$ cat src/rtl/imem_loader.sv
// Streams a little-endian byte image into instruction memory, one 32-bit word at a time,
// holding the CPU in reset until the trailing XOR checksum byte has been checked.
module imem_loader #(
  parameter int ADDR_WIDTH = 8,
  parameter int BASE_ADDR  = 0,
  parameter int CNT_WIDTH  = 8
) (
  input  logic                  clk,
  input  logic                  reset,
  input  logic                  start,
  input  logic [CNT_WIDTH-1:0]  num_words,
  input  logic                  in_valid,
  input  logic [7:0]            in_data,
  output logic                  in_ready,
  output logic                  mem_we,
  output logic [ADDR_WIDTH-1:0] mem_addr,
  output logic [31:0]           mem_wdata,
  output logic                  cpu_hold,
  output logic                  done,
  output logic                  load_ok,
  output logic                  load_err
);

  typedef enum logic [2:0] {IDLE, RECV, WRITE, CHECK, DONE} state_t;

  state_t                state_reg, state_next;
  logic [ADDR_WIDTH-1:0] addr_reg, addr_next;
  logic [1:0]            byte_idx_reg, byte_idx_next;
  logic [CNT_WIDTH-1:0]  count_reg, count_next;
  logic [7:0]            csum_reg, csum_next;
  logic [31:0]           word_reg, word_next;
  logic                  load_ok_reg, load_ok_next;
  logic                  load_err_reg, load_err_next;
  logic                  byte_take;

  assign byte_take = (state_reg == RECV) && in_valid;

  // Each byte lane captures in_data only when byte_idx points at it.
  for (genvar gi = 0; gi < 4; gi++) begin : g_lane
    assign word_next[8*gi +: 8] = (byte_take && (byte_idx_reg == 2'(gi)))
                                  ? in_data : word_reg[8*gi +: 8];
  end

  always_ff @(posedge clk or posedge reset) begin
    if (reset) begin
      state_reg    <= IDLE;
      addr_reg     <= '0;
      byte_idx_reg <= '0;
      count_reg    <= '0;
      csum_reg     <= '0;
      word_reg     <= '0;
      load_ok_reg  <= 1'b0;
      load_err_reg <= 1'b0;
    end else begin
      state_reg    <= state_next;
      addr_reg     <= addr_next;
      byte_idx_reg <= byte_idx_next;
      count_reg    <= count_next;
      csum_reg     <= csum_next;
      word_reg     <= word_next;
      load_ok_reg  <= load_ok_next;
      load_err_reg <= load_err_next;
    end
  end

  always_comb begin
    state_next    = state_reg;
    addr_next     = addr_reg;
    byte_idx_next = byte_idx_reg;
    count_next    = count_reg;
    csum_next     = csum_reg;
    load_ok_next  = load_ok_reg;
    load_err_next = load_err_reg;
    in_ready      = 1'b0;
    mem_we        = 1'b0;
    cpu_hold      = 1'b0;
    done          = 1'b0;

    case (state_reg)
      IDLE: begin
        if (start) begin
          load_ok_next  = 1'b0;
          load_err_next = 1'b0;
          if (num_words != '0) begin
            count_next    = num_words;
            addr_next     = ADDR_WIDTH'(BASE_ADDR);
            byte_idx_next = '0;
            csum_next     = '0;
            state_next    = RECV;
          end else begin
            // An empty image is trivially valid.
            load_ok_next = 1'b1;
            state_next   = DONE;
          end
        end
      end
      RECV: begin
        in_ready = 1'b1;
        cpu_hold = 1'b1;
        if (in_valid) begin
          csum_next     = csum_reg ^ in_data;
          byte_idx_next = byte_idx_reg + 2'd1;
          if (byte_idx_reg == 2'd3) state_next = WRITE;
        end
      end
      WRITE: begin
        mem_we     = 1'b1;
        cpu_hold   = 1'b1;
        addr_next  = addr_reg + ADDR_WIDTH'(4);
        count_next = count_reg - 1'b1;
        state_next = (count_reg == CNT_WIDTH'(1)) ? CHECK : RECV;
      end
      CHECK: begin
        in_ready = 1'b1;
        cpu_hold = 1'b1;
        if (in_valid) begin
          load_ok_next  = (in_data == csum_reg);
          load_err_next = (in_data != csum_reg);
          state_next    = DONE;
        end
      end
      DONE: begin
        done       = 1'b1;
        cpu_hold   = 1'b1;
        state_next = IDLE;
      end
      default: state_next = IDLE;
    endcase
  end

  assign mem_addr  = addr_reg;
  assign mem_wdata = word_reg;
  assign load_ok   = load_ok_reg;
  assign load_err  = load_err_reg;

endmodule

$ cat config.mk
export PLATFORM = sky130hd
export DESIGN_NAME = imem_loader
export DESIGN_NICKNAME = d
export VERILOG_FILES = /design/src/rtl/imem_loader.sv
export SDC_FILE = /design/constraint.sdc
export NUM_CORES = 1
export LEC_CHECK = 0
export ABC_AREA = 0
export BUFFER_PORTS_ARGS = -buffer_cell sky130_fd_sc_hd__buf_2
export CAP_MARGIN = 0
export CORE_MARGIN = 4
export CORE_UTILIZATION = 54
export DETAILED_ROUTE_END_ITERATION = 16
export PLACE_DENSITY = 0.76
export SETUP_SLACK_MARGIN = 0.05
export SLEW_MARGIN = 20
export SYNTH_ARGS = -nofsm -noshare
export SYNTH_HDL_FRONTEND = slang
export SYNTH_SLANG_ARGS = --single-unit
$ cat constraint.sdc
create_clock -name clk -period 2.4 [get_ports clk]
set_input_delay 0.24 -clock clk [delete_from_list [all_inputs] [get_ports clk]]
set_output_delay 0.24 -clock clk [all_outputs]
set_load 0.005 [all_outputs]
Yosys cells after proc, flatten, opt, wreduce, memory -nomap -nowiden
Cells that the tools add are included.
{ "totals": {"regBits": 63, "out_inout_bits": 46} }
{ "classes": {"n_addsub": 3, "eq_ne": 15, "n_mux": 30, "bitwise_logic": 1, "n_reduce_logical": 17} }
{ "ops": {"columns": ["op", "n"], "rows": [
  ["one-hot mux 8 bit (2 select lines)", 3],
  ["two-way mux 8 bit", 5],
  ["two-way mux 3 bit", 5],
  ["one-hot mux 3 bit (4 select lines)", 1],
  ["two-way mux 1 bit", 9],
  ["adder 8 x 3 -> 8 bit (second input constant)", 1],
  ["equality test 8 x 1 -> 1 bit (second input constant)", 1],
  ["equality test 8 bit", 1],
  ["two-way mux 2 bit", 4],
  ["inequality test 2 bit (second input constant)", 4],
  ["inequality test 8 bit", 1],
  ["AND reduction 4 bit", 2],
  ["nonzero test 8 bit", 1],
  ["subtractor 8 x 1 -> 8 bit (second input constant)", 1],
  ["XOR 8 bit", 1],
  ["equality test 3 x 2 -> 1 bit (second input constant)", 2],
  ["AND reduction 3 bit", 2],
  ["nonzero test 2 bit", 3],
  ["logical AND 1 bit", 5],
  ["equality test 2 bit (second input constant)", 2],
  ["one-hot mux 1 bit (2 select lines)", 2],
  ["one-hot mux 2 bit (2 select lines)", 1],
  ["OR reduction 4 bit", 1],
  ["equality test 3 x 1 -> 1 bit (second input constant)", 1],
  ["other kinds (7)", 7]
]} }

Longest topological paths before layout
{ "logic_depth": {"depth_word": 4, "ltp_mapped": 6, "depth_no_buf": 6} }

Least setup slack after synthesis
OpenSTA, ideal clock, no wires.
{ "synth_timing": {"path_type": "reg2reg", "startpoint": "register count_reg[0]", "endpoint": "register count_reg[6]", "t_arrival_ps": 1390, "required_time_ps": 2271, "setup_slack_ps": 881, "path_stages_with_launch": 7, "period_less_slack_ps": 1519, "cell_sequence": "dfrtp_1 > inv_1 > ha_1 > nor3b_1 > nor3b_1 > mux2i_1 > o21ai_0"} }
{ "synth_between": {"elab_chain_cells": 2} }
{ "synth_rtl": {"columns": ["element", "line", "rtl"], "rows": [
  ["start, declared", "29", "logic [CNT_WIDTH-1:0] count_reg, count_next;"],
  ["start signal, assigned", "58", "count_reg <= count_next;"],
  ["subtractor 8 x 1 -> 8 bit", "110", "count_next = count_reg - 1'b1;"],
  ["one-hot mux 8 bit (2 select lines)", "79", "case (state_reg)"]
]} }
Every way passes these cells.
A chain may end at the register's enable or synchronous reset.

Worst setup path after layout
{ "layout_timing": {"startpoint": "register state_reg[1]", "endpoint": "output port mem_we"} }
{ "layout_between": {"elab_chain_cells": 2} }
{ "layout_rtl": {"columns": ["element", "line", "rtl"], "rows": [
  ["start, declared", "26", "state_t state_reg, state_next;"],
  ["start signal, assigned", "55", "state_reg <= state_next;"],
  ["equality test 3 x 2 -> 1 bit", "79", null],
  ["two-way mux 1 bit", "79", null],
  ["end, declared", "15", "output logic mem_we,"]
]} }
Every way passes these cells.

==> results.json <==
{
  "hold_slack_ns": -0.00646,
  "ir_worst_vdd_mv": 0.827,
  "violations": "hold timing",
  "die_area_um2": 6810,
  "r2r_start": "state_reg[1]",
  "avgSynthCellArea_um2": 11.3,
  "arrival_ns": 1.81,
  "syn_to_final_growth_pct": 19.9,
  "n_antenna_cell": 0,
  "critPathCaptureType": "primary output",
  "cts_resized": 0,
  "crit_type": "flip-flop to primary output",
  "max_freq_mhz": 488,
  "maxCapViolCount": 0,
  "power_density_nw_per_um2": 1280,
  "synth.distinct_cells": 48,
  "gp_congestion": 0.867,
  "finalNetCount": 360,
  "worst-r2r-cell-count": 4,
  "grt.met3_usage": 0.0488,
  "drtIter0Drc": 209,
  "fin_area_um2": 3600,
  "layout.cells.most_common": "buf_2",
  "nFillCells": 411,
  "fin_crit_sh": 0.854,
  "finalMaxSlewViolations": 0,
  "synth.yosys.seq_area_share": 0.509,
  "grt_pass1_wl_um": 10200,
  "cts_buffers": 9,
  "path_clk_slew_ns": 0.08,
  "boundaryPins": 66,
  "final_util": 0.687,
  "cp_max_fo": 15,
  "hp-class": "primary input to async pin",
  "multi_input_area_um2": 1360,
  "antenna_found_initial": 0,
  "initial_core_util": 0.573,
  "overflow": 0,
  "rsz0062_at_grt": "false",
  "setup_violations": 0,
  "synth_ff_type": "dfrtp_1",
  "grt-busiest-layer": "met2",
  "seq_area_um2": 1530,
  "synth_seq_cells": 61,
  "tightestPinTransition_ns": 0.655,
  "cts.sinks": 61,
  "vias": 2296,
  "die_w_um": 82.5,
  "coreArea_um2": 5240,
  "cp_data_required_time_ns": 2.16,
  "grt_pass1_vias": 2083,
  "worst_slack_ns": 0.351,
  "fp.dieH_um": 82.5,
  "synth_cells": 266,
  "worst_r2r_endpoint": "mem_addr[5]",
  "cts_htree_levels": 3,
  "first_pass_iters": 4,
  "cp-start-kind": "flip-flop",
  "clock_skew_ns": 0.00817,
  "drive_above_1_share": 0.364,
  "status": "finished with violations",
  "cts_buffer_depth": 2,
  "period_needed_ns": 2.05,
  "finalPower_mw": 4.62,
  "viasPerCell": 5.63,
  "hpwlAfterDp_um": 4570,
  "gr-usage-all-layers": 0.203,
  "wl_per_cell_um": 15.8,
  "grtUsageMet1": 0.282,
  "insertion_delay_ns": 0.33,
  "largest_register_ffs": 32,
  "mostFrequentLayoutCells": "buf_2 (63), dfrtp_1 (61), mux2_2 (33), nor2_1 (19)",
  "setup_tns_ns": 0,
  "place_area_um2": 3380,
  "syn_area_um2": 3000,
  "hold_buffers": 0,
  "drtAntennaViolNets": 0,
  "synthesis.yosys.warnings": 0,
  "routed_wl_um": 6460,
  "cts-root-buf": "clkbuf_8",
  "grt_max_degree": 33,
  "leakage_nw": 1.65,
  "postCtsSetupRepairBufs": 0,
  "drc": 0,
  "slew_headroom": 0.563,
  "ff2ff_setup_slack_ns": 0.61,
  "cts_tree": "built",
  "synthArstFlopShare": 1.00,
  "preCtsSetupSlack_ns": 0.600,
  "fp-row-count": 26,
  "portBuffers": 63,
  "finalHoldViolations": 4,
  "use_met2": 0.304,
  "synth_edf_count": 0
}
[worst max-delay path, stage by stage, from the launching register on]
cell,delay [ns]
dfrtp_1,0.65
nor3b_2,0.61
buf_2,0.22
[through the flow]
stage,hold WS [ns],std cells
detailed placement,0.379,392
CTS,0.00760,408
floorplan,0.372,267
global placement,0.374,392
finish,-0.00646,408
global route,0.0431,408
[cell type report]
| type | instances | area share |
|---|---|---|
| Multi-Input combinational cell | 181 | 0.378 |
| Inverter | 14 | 0.0146 |
| Sequential cell | 61 | 0.424 |
| Tap cell | 70 | 0.0243 |
| Clock inverter | 7 | 0.0275 |
| Timing Repair Buffer | 66 | 0.0974 |
| Clock buffer | 9 | 0.0344 |
[cell usage after synthesis (3+ instances only)]
cell type / count / area (µm²)
a21o_1: 3 / 22.5
mux2_2: 33 / 372
nor3_1: 12 / 60.1
nand3_1: 3 / 15.0
nor3b_1: 9 / 67.6
a22o_1: 4 / 35.0
dfrtp_1: 61 / 1530
nor4_1: 3 / 18.8
buf_2: 5 / 25.0
and3_1: 4 / 25.0
nor2_1: 19 / 71.3
a21oi_1: 6 / 30.0
buf_4: 3 / 22.5
mux2i_1: 5 / 50.1
nand2_2: 4 / 25.0
a221o_1: 3 / 30.0
inv_1: 14 / 52.6
xnor2_1: 10 / 87.6
o21ai_0: 13 / 65.1
a211oi_1: 3 / 22.5
ha_1: 7 / 87.6
nand2_1: 10 / 37.5
nand4_1: 3 / 18.8
[routing by layer]
metal | vias up | wire, µm | share of wire
met3 | 7 | 472 | 0.073
met5 | - | 0 | 0
li1 | 1089 | - | -
met2 | 87 | 3030 | 0.47
met1 | 1113 | 2880 | 0.45
met4 | 0 | 76 | 0.012
[worst max path at each step]
stage / startpoint / endpoint / depth (start not counted)
global placement: state_reg[0] / mem_wdata[0] / 4
floorplan: reset / byte_idx_reg[0] / 1
CTS: state_reg[1] / mem_we / 2
finish: state_reg[1] / mem_we / 2
detailed placement: state_reg[1] / csum_reg[2] / 5
global route: state_reg[1] / mem_we / 2
[power breakdown]
part	internal (mW)	leakage, nW	switching (mW)	total (mW)
registers	1.51	0.735	0.396	1.91
clock network	0.590	0.110	0.430	1.02
logic	0.894	0.808	0.794	1.69
[cell families after synthesis]
group | Yosys count | synth area share
AOI/OAI and AO/OA | 45 | 0.103
xor gates and xnor gates | 10 | 0.0292
adders and majority gates | 7 | 0.0292
buffers and inverters | 25 | 0.0396
DFF | 61 | 0.509
muxes | 39 | 0.144
other | 1 | 0.00125
and+or+nand+nor | 78 | 0.144
(Power assumes the default switching activity.)
